File: config.mk
export PLATFORM = sky130hd
export DESIGN_NAME = a0_trace
export DESIGN_NICKNAME = d
export VERILOG_FILES = /design/src/rtl/a0_trace.sv
export SDC_FILE = /design/constraint.sdc
export NUM_CORES = 1
export LEC_CHECK = 0
export ABC_AREA = 1
export BUFFER_PORTS_ARGS = -buffer_cell sky130_fd_sc_hd__buf_2
export CORE_ASPECT_RATIO = 1.1
export CORE_MARGIN = 2
export CORE_UTILIZATION = 55
export CTS_BUF_LIST = sky130_fd_sc_hd__clkbuf_4 sky130_fd_sc_hd__clkbuf_8 sky130_fd_sc_hd__clkbuf_16
export CTS_CLUSTER_SIZE = 12
export DETAILED_ROUTE_END_ITERATION = 7
export MAX_ROUTING_LAYER = met4
export PLACE_DENSITY = 0.76
export SETUP_SLACK_MARGIN = 0.15
export SYNTH_ARGS = -nofsm -noshare
export SYNTH_HDL_FRONTEND = slang
export SYNTH_SLANG_ARGS = --single-unit
export TNS_END_PERCENT = 100
File: constraint.sdc
create_clock -name clk -period 3.6 [get_ports clk]
set_clock_uncertainty 0.2 [all_clocks]
set_input_delay 0.54 -clock clk [delete_from_list [all_inputs] [get_ports clk]]
set_output_delay 0.54 -clock clk [all_outputs]
set_load 0.005 [all_outputs]
File: src/rtl/a0_trace.sv
// rtl/a0_trace.sv - a0 change tracer with timestamped FWFT queue
//
// Watches the core's a0 result register every cycle and queues each new value,
// tagged with a free-running cycle timestamp, into a first-word-fall-through
// FIFO that a consumer drains through a valid/ready handshake.
//
// Ports:
//   clk        system clock, rising edge
//   rst        asynchronous active-low reset
//   a0_in      a0 value from the core
//   en         capture enable; sampling is suspended while low
//   out_valid  head entry available
//   out_ready  consumer accepts the head entry
//   out_data   a0 value of the head entry (0 when empty)
//   out_ts     timestamp of the head entry (0 when empty)
//   count      entries currently held
//   overflow   sticky flag: a change was dropped because the FIFO was full
//   clr_ovf    synchronous clear of overflow

module a0_trace #(
    parameter int DEPTH    = 8,
    parameter int TS_WIDTH = 16
) (
    input  logic                     clk,
    input  logic                     rst,
    input  logic [31:0]              a0_in,
    input  logic                     en,
    output logic                     out_valid,
    input  logic                     out_ready,
    output logic [31:0]              out_data,
    output logic [TS_WIDTH-1:0]      out_ts,
    output logic [$clog2(DEPTH):0]   count,
    output logic                     overflow,
    input  logic                     clr_ovf
);

    localparam int AW = $clog2(DEPTH);
    localparam int CW = AW + 1;

    logic [TS_WIDTH-1:0] ts;
    logic [31:0]         prev;
    logic                primed;
    logic [AW-1:0]       wr_ptr;
    logic [AW-1:0]       rd_ptr;

    logic [31:0]         mem_data [DEPTH];
    logic [TS_WIDTH-1:0] mem_ts   [DEPTH];

    logic change;
    logic full;
    logic pop;
    logic push;
    logic drop;

    // The first enabled sample after reset always counts as a change, so the
    // reset value of prev never masks a genuine a0 value of 0.
    assign change = en && (!primed || (a0_in != prev));
    assign full   = (count == CW'(DEPTH));
    assign pop    = out_valid && out_ready;
    // A pop on the same edge frees the slot, so a full FIFO can still accept.
    assign push   = change && (!full || pop);
    assign drop   = change && full && !pop;

    assign out_valid = (count != '0);
    assign out_data  = out_valid ? mem_data[rd_ptr] : '0;
    assign out_ts    = out_valid ? mem_ts[rd_ptr]   : '0;

    always_ff @(posedge clk or negedge rst) begin
        if (!rst) begin
            ts       <= '0;
            prev     <= '0;
            primed   <= 1'b0;
            wr_ptr   <= '0;
            rd_ptr   <= '0;
            count    <= '0;
            overflow <= 1'b0;
        end else begin
            ts <= ts + TS_WIDTH'(1);

            if (en) begin
                prev   <= a0_in;
                primed <= 1'b1;
            end

            if (push) begin
                wr_ptr <= wr_ptr + AW'(1);
            end
            if (pop) begin
                rd_ptr <= rd_ptr + AW'(1);
            end

            case ({push, pop})
                2'b10:   count <= count + CW'(1);
                2'b01:   count <= count - CW'(1);
                default: count <= count;
            endcase

            // A drop on the same edge as a clear keeps the flag set so the
            // loss is never silently hidden.
            if (drop) begin
                overflow <= 1'b1;
            end else if (clr_ovf) begin
                overflow <= 1'b0;
            end
        end
    end

    // Storage carries no reset; validity is tracked entirely by count.
    always_ff @(posedge clk) begin
        if (push) begin
            mem_data[wr_ptr] <= a0_in;
            mem_ts[wr_ptr]   <= ts;
        end
    end

endmodule

==> flow_summary.toml <==
[outcome]
status = "finished, violations left"
violations = "negative hold slack"

[synthesis]
synth_compound_gate_area_share_pct = 11.2
ys_ff_latch = 444
seq_area_frac_synth_pct = 72.5
synthMuxAreaShare_pct = 0
synth_cells = 1501
synth_area_sq_mm = 0.0180
synth_top_family_by_area = "compound AO/OA/AOI/OAI gates"
synth_top_area_share_pct = 64.2
netlist_top_cells_area = "edfxtp_1 64%, dfrtp_1 8.4%, nor2_1 6.6%"
yosys.area.top_type = "edfxtp_1"
synthAdderAreaFrac_pct = 0.460
synthXorXnorAreaFrac_pct = 1.21
yosys_warnings = 0
synth-simple-area-share_pct = 11.0
syn_nets = 1544
yosysUniqueCellTypes = 32
syn_avg_cell_area_sq_um = 12.0

[drt]
wl_per_cell_microns = 19.9
drc = 0
num_vias = 11760
dr.pass1.iters = 5
drt-initial-drc-count = 1290
avgViaCountPerCell = 5.73
finalWirelength_microns = 40900
route.antenna.remaining_nets = 0

[sta]
tightest_slew_ps = 1060
slew_viol_final = 0
grt_setup_unrepaired = "false"
post-route-min-period_ps = 3300
timing.setup.tns_ps = 0
hold-worst-slack_ps = -24.4
fmax_mhz = 303
setup_viol_count_final = 0
slew_headroom_pct = 29.3
hold_violations = 14
period_share_pct = 91.7
layout_setup_ws_ps = 300

[floorplan]
num_rows = 69
initial_core_util_pct = 55.8
die_y_microns = 194
ios = 91
core-area_sq_mm = 0.0322
die_area_sq_mm = 0.0341
die_w_microns = 176

[worst_setup_path]
end_kind = "output port"
path_max_fanout = 49
crit_family = "buffers and inverters"
critPathLaunchType = "flip-flop"
cpPeakStageDelay_ps = 620
critPathRequiredTime_ps = 2860
crit_buf_inv = 2
slowest_stage = "buf_4"
rrSetupSlack_ps = 730
critical_path_class = "flip-flop to output port"
path_cells = "nor2_1 > nand3_2 > buf_4 > o21ai_1 > a31oi_1 > buf_2"
cp.arrival_ps = 2560

[cells_and_area]
drive_gt1_share_pct = 15.6
nFillCells = 2296
nNetsFinal = 1631
synthToLayoutAreaGrowth_pct = 14.6
utilization_pct = 63.9

[pwr]
power_leakage_nw = 7.58
worst_ir_drop_vdd_mv = 0.524
power_density_mw_per_mm2 = 796
finalPower_mw = 16.4

[clock_network]
path_clk_slew_ps = 60
root_buffer = "clkbuf_16"
cts_max_level = 2
cts_sinks = 444
clk_path_buf_depth = 3
worstSkewPairLatency_ps = 550
cts-buffers-inserted = 44
cts_tree = "yes"

[placed_design]
port_buffers = 90
place.gp.congestion = 0.832
dp_slack_ps = 413
hpwl_microns = 21400

[global_route]
grt.overflow.total = 0
globalRouteTotalUtil_pct = 24.7
grt_pass1_vias = 11808
antenna_found_initial = 4
grt_max_degree = 129
grt_pass1_wl_microns = 63500

[job]
timing.max_cap.violations = 0

[min_path]
hold_class = "primary input to async pin"
==> stage by stage <==
stage	hold WS [ps]	cell area, sq um	cells
3_5_place_dp	263	19100	1965
2_1_floorplan	44.4	18000	1501
5_1_grt	40.9	20600	2054
3_3_place_gp	230	19100	1965
4_1_cts	42.5	20500	2048
6_report	-24.4	20600	2054
==> cells by family after synthesis <==
kind of cell             Yosys count
AO/OA/AOI/OAI                    375
XOR/XNOR                          24
adder cells (fa/ha/maj)            6
buffers and inverters            160
flip-flops                       444
AND/OR/NAND/NOR                  492
==> flip-flops by register name (all words and copies together) (netlist names) <==
signal	count
mem_data	256
mem_ts	128
prev	32
ts	16
count	4
rd_ptr	3
wr_ptr	3
overflow	1
primed	1
==> area by class of cell <==
| cell class | count | area (sq um) | share of cell area [%] |
|---|---|---|---|
| sequential | 444 | 13000 | 63.3 |
| inverter | 75 | 288 | 1.40 |
| clock inverter | 5 | 57.6 | 0.280 |
| tap | 426 | 533 | 2.59 |
| multi-input combinational | 897 | 4340 | 21.1 |
| antenna | 4 | 10.0 | 0.0486 |
| timing repair buffer | 126 | 935 | 4.54 |
| clock buffer | 77 | 1390 | 6.76 |
==> cell usage after synthesis <==
library cell and instances:
fa_1 1, dfrtp_1 60, buf_1 6, nand3_1 8
nand2b_1 1, inv_1 62, nand2_4 3, o21ai_0 176
nand4_2 1, xor2_2 1, o22ai_1 49, nand2_1 140
nor2_4 2, nor2_2 7, nor3_1 1, nor2_1 318
clkbuf_1 51, xor2_1 17, nand3_2 4, a21oi_2 1
xnor2_1 6, nand2_2 2, inv_2 13, nor3_2 2
a31oi_1 49, clkbuf_2 1, nand4_1 3, edfxtp_1 384
ha_1 5, buf_4 7, o21ai_1 100, buf_2 20
==> metal layers <==
layer	vias to the layer above	track usage (%)	share of wire, %
met3	85	3.97	7.1
met1	5729	31.9	41
met5	-	-	0
met2	472	39.6	49
li1	5474	-	-
met4	0	9.24	3.0
==> where the power goes <==
part | internal (mW) | switching (mW)
sequential | 6.28 | 0.227
combinational | 1.84 | 3.54
clock | 2.70 | 1.81
==> path summary, 6_finish.rpt <==
check / cells past startpoint / end / startpoint
max: 6 / out_data[31] / count[0]
min: 1 / prev[28] / rst
max reg2reg: 21 / count[3] / prev[11]
min reg2reg: 2 / primed / primed
max in group asynchronous: 2 / ts[1] / rst
min in group clk: 1 / mem_data[2][14] / a0_in[14]
==> cell usage in the layout, fill, tap and decap left out, types with 4 or more instances in the layout <==
cell	n
clkbuf_8	4
a31oi_1	49
buf_12	14
inv_2	11
nand2_1	140
xnor2_1	6
buf_2	90
edfxtp_1	384
xor2_1	17
o21ai_1	100
o21ai_0	176
o22ai_1	49
nor2_2	7
nand3_2	4
buf_4	17
diode_2	4
dfrtp_1	58
ha_1	5
nor2_4	10
nand3_1	8
inv_1	62
nor2_1	310
clkbuf_4	28
clkbuf_16	46
==> timing repair <==
item                                    4_1_cts  5_1_grt
endpoints found under the hold margin         1        0
setup buffers                                 0        1
endpoints found under the setup margin        0       17
resized for setup                             0        5
hold buffers                                  1        0
Power figures use the tool's default switching activity.
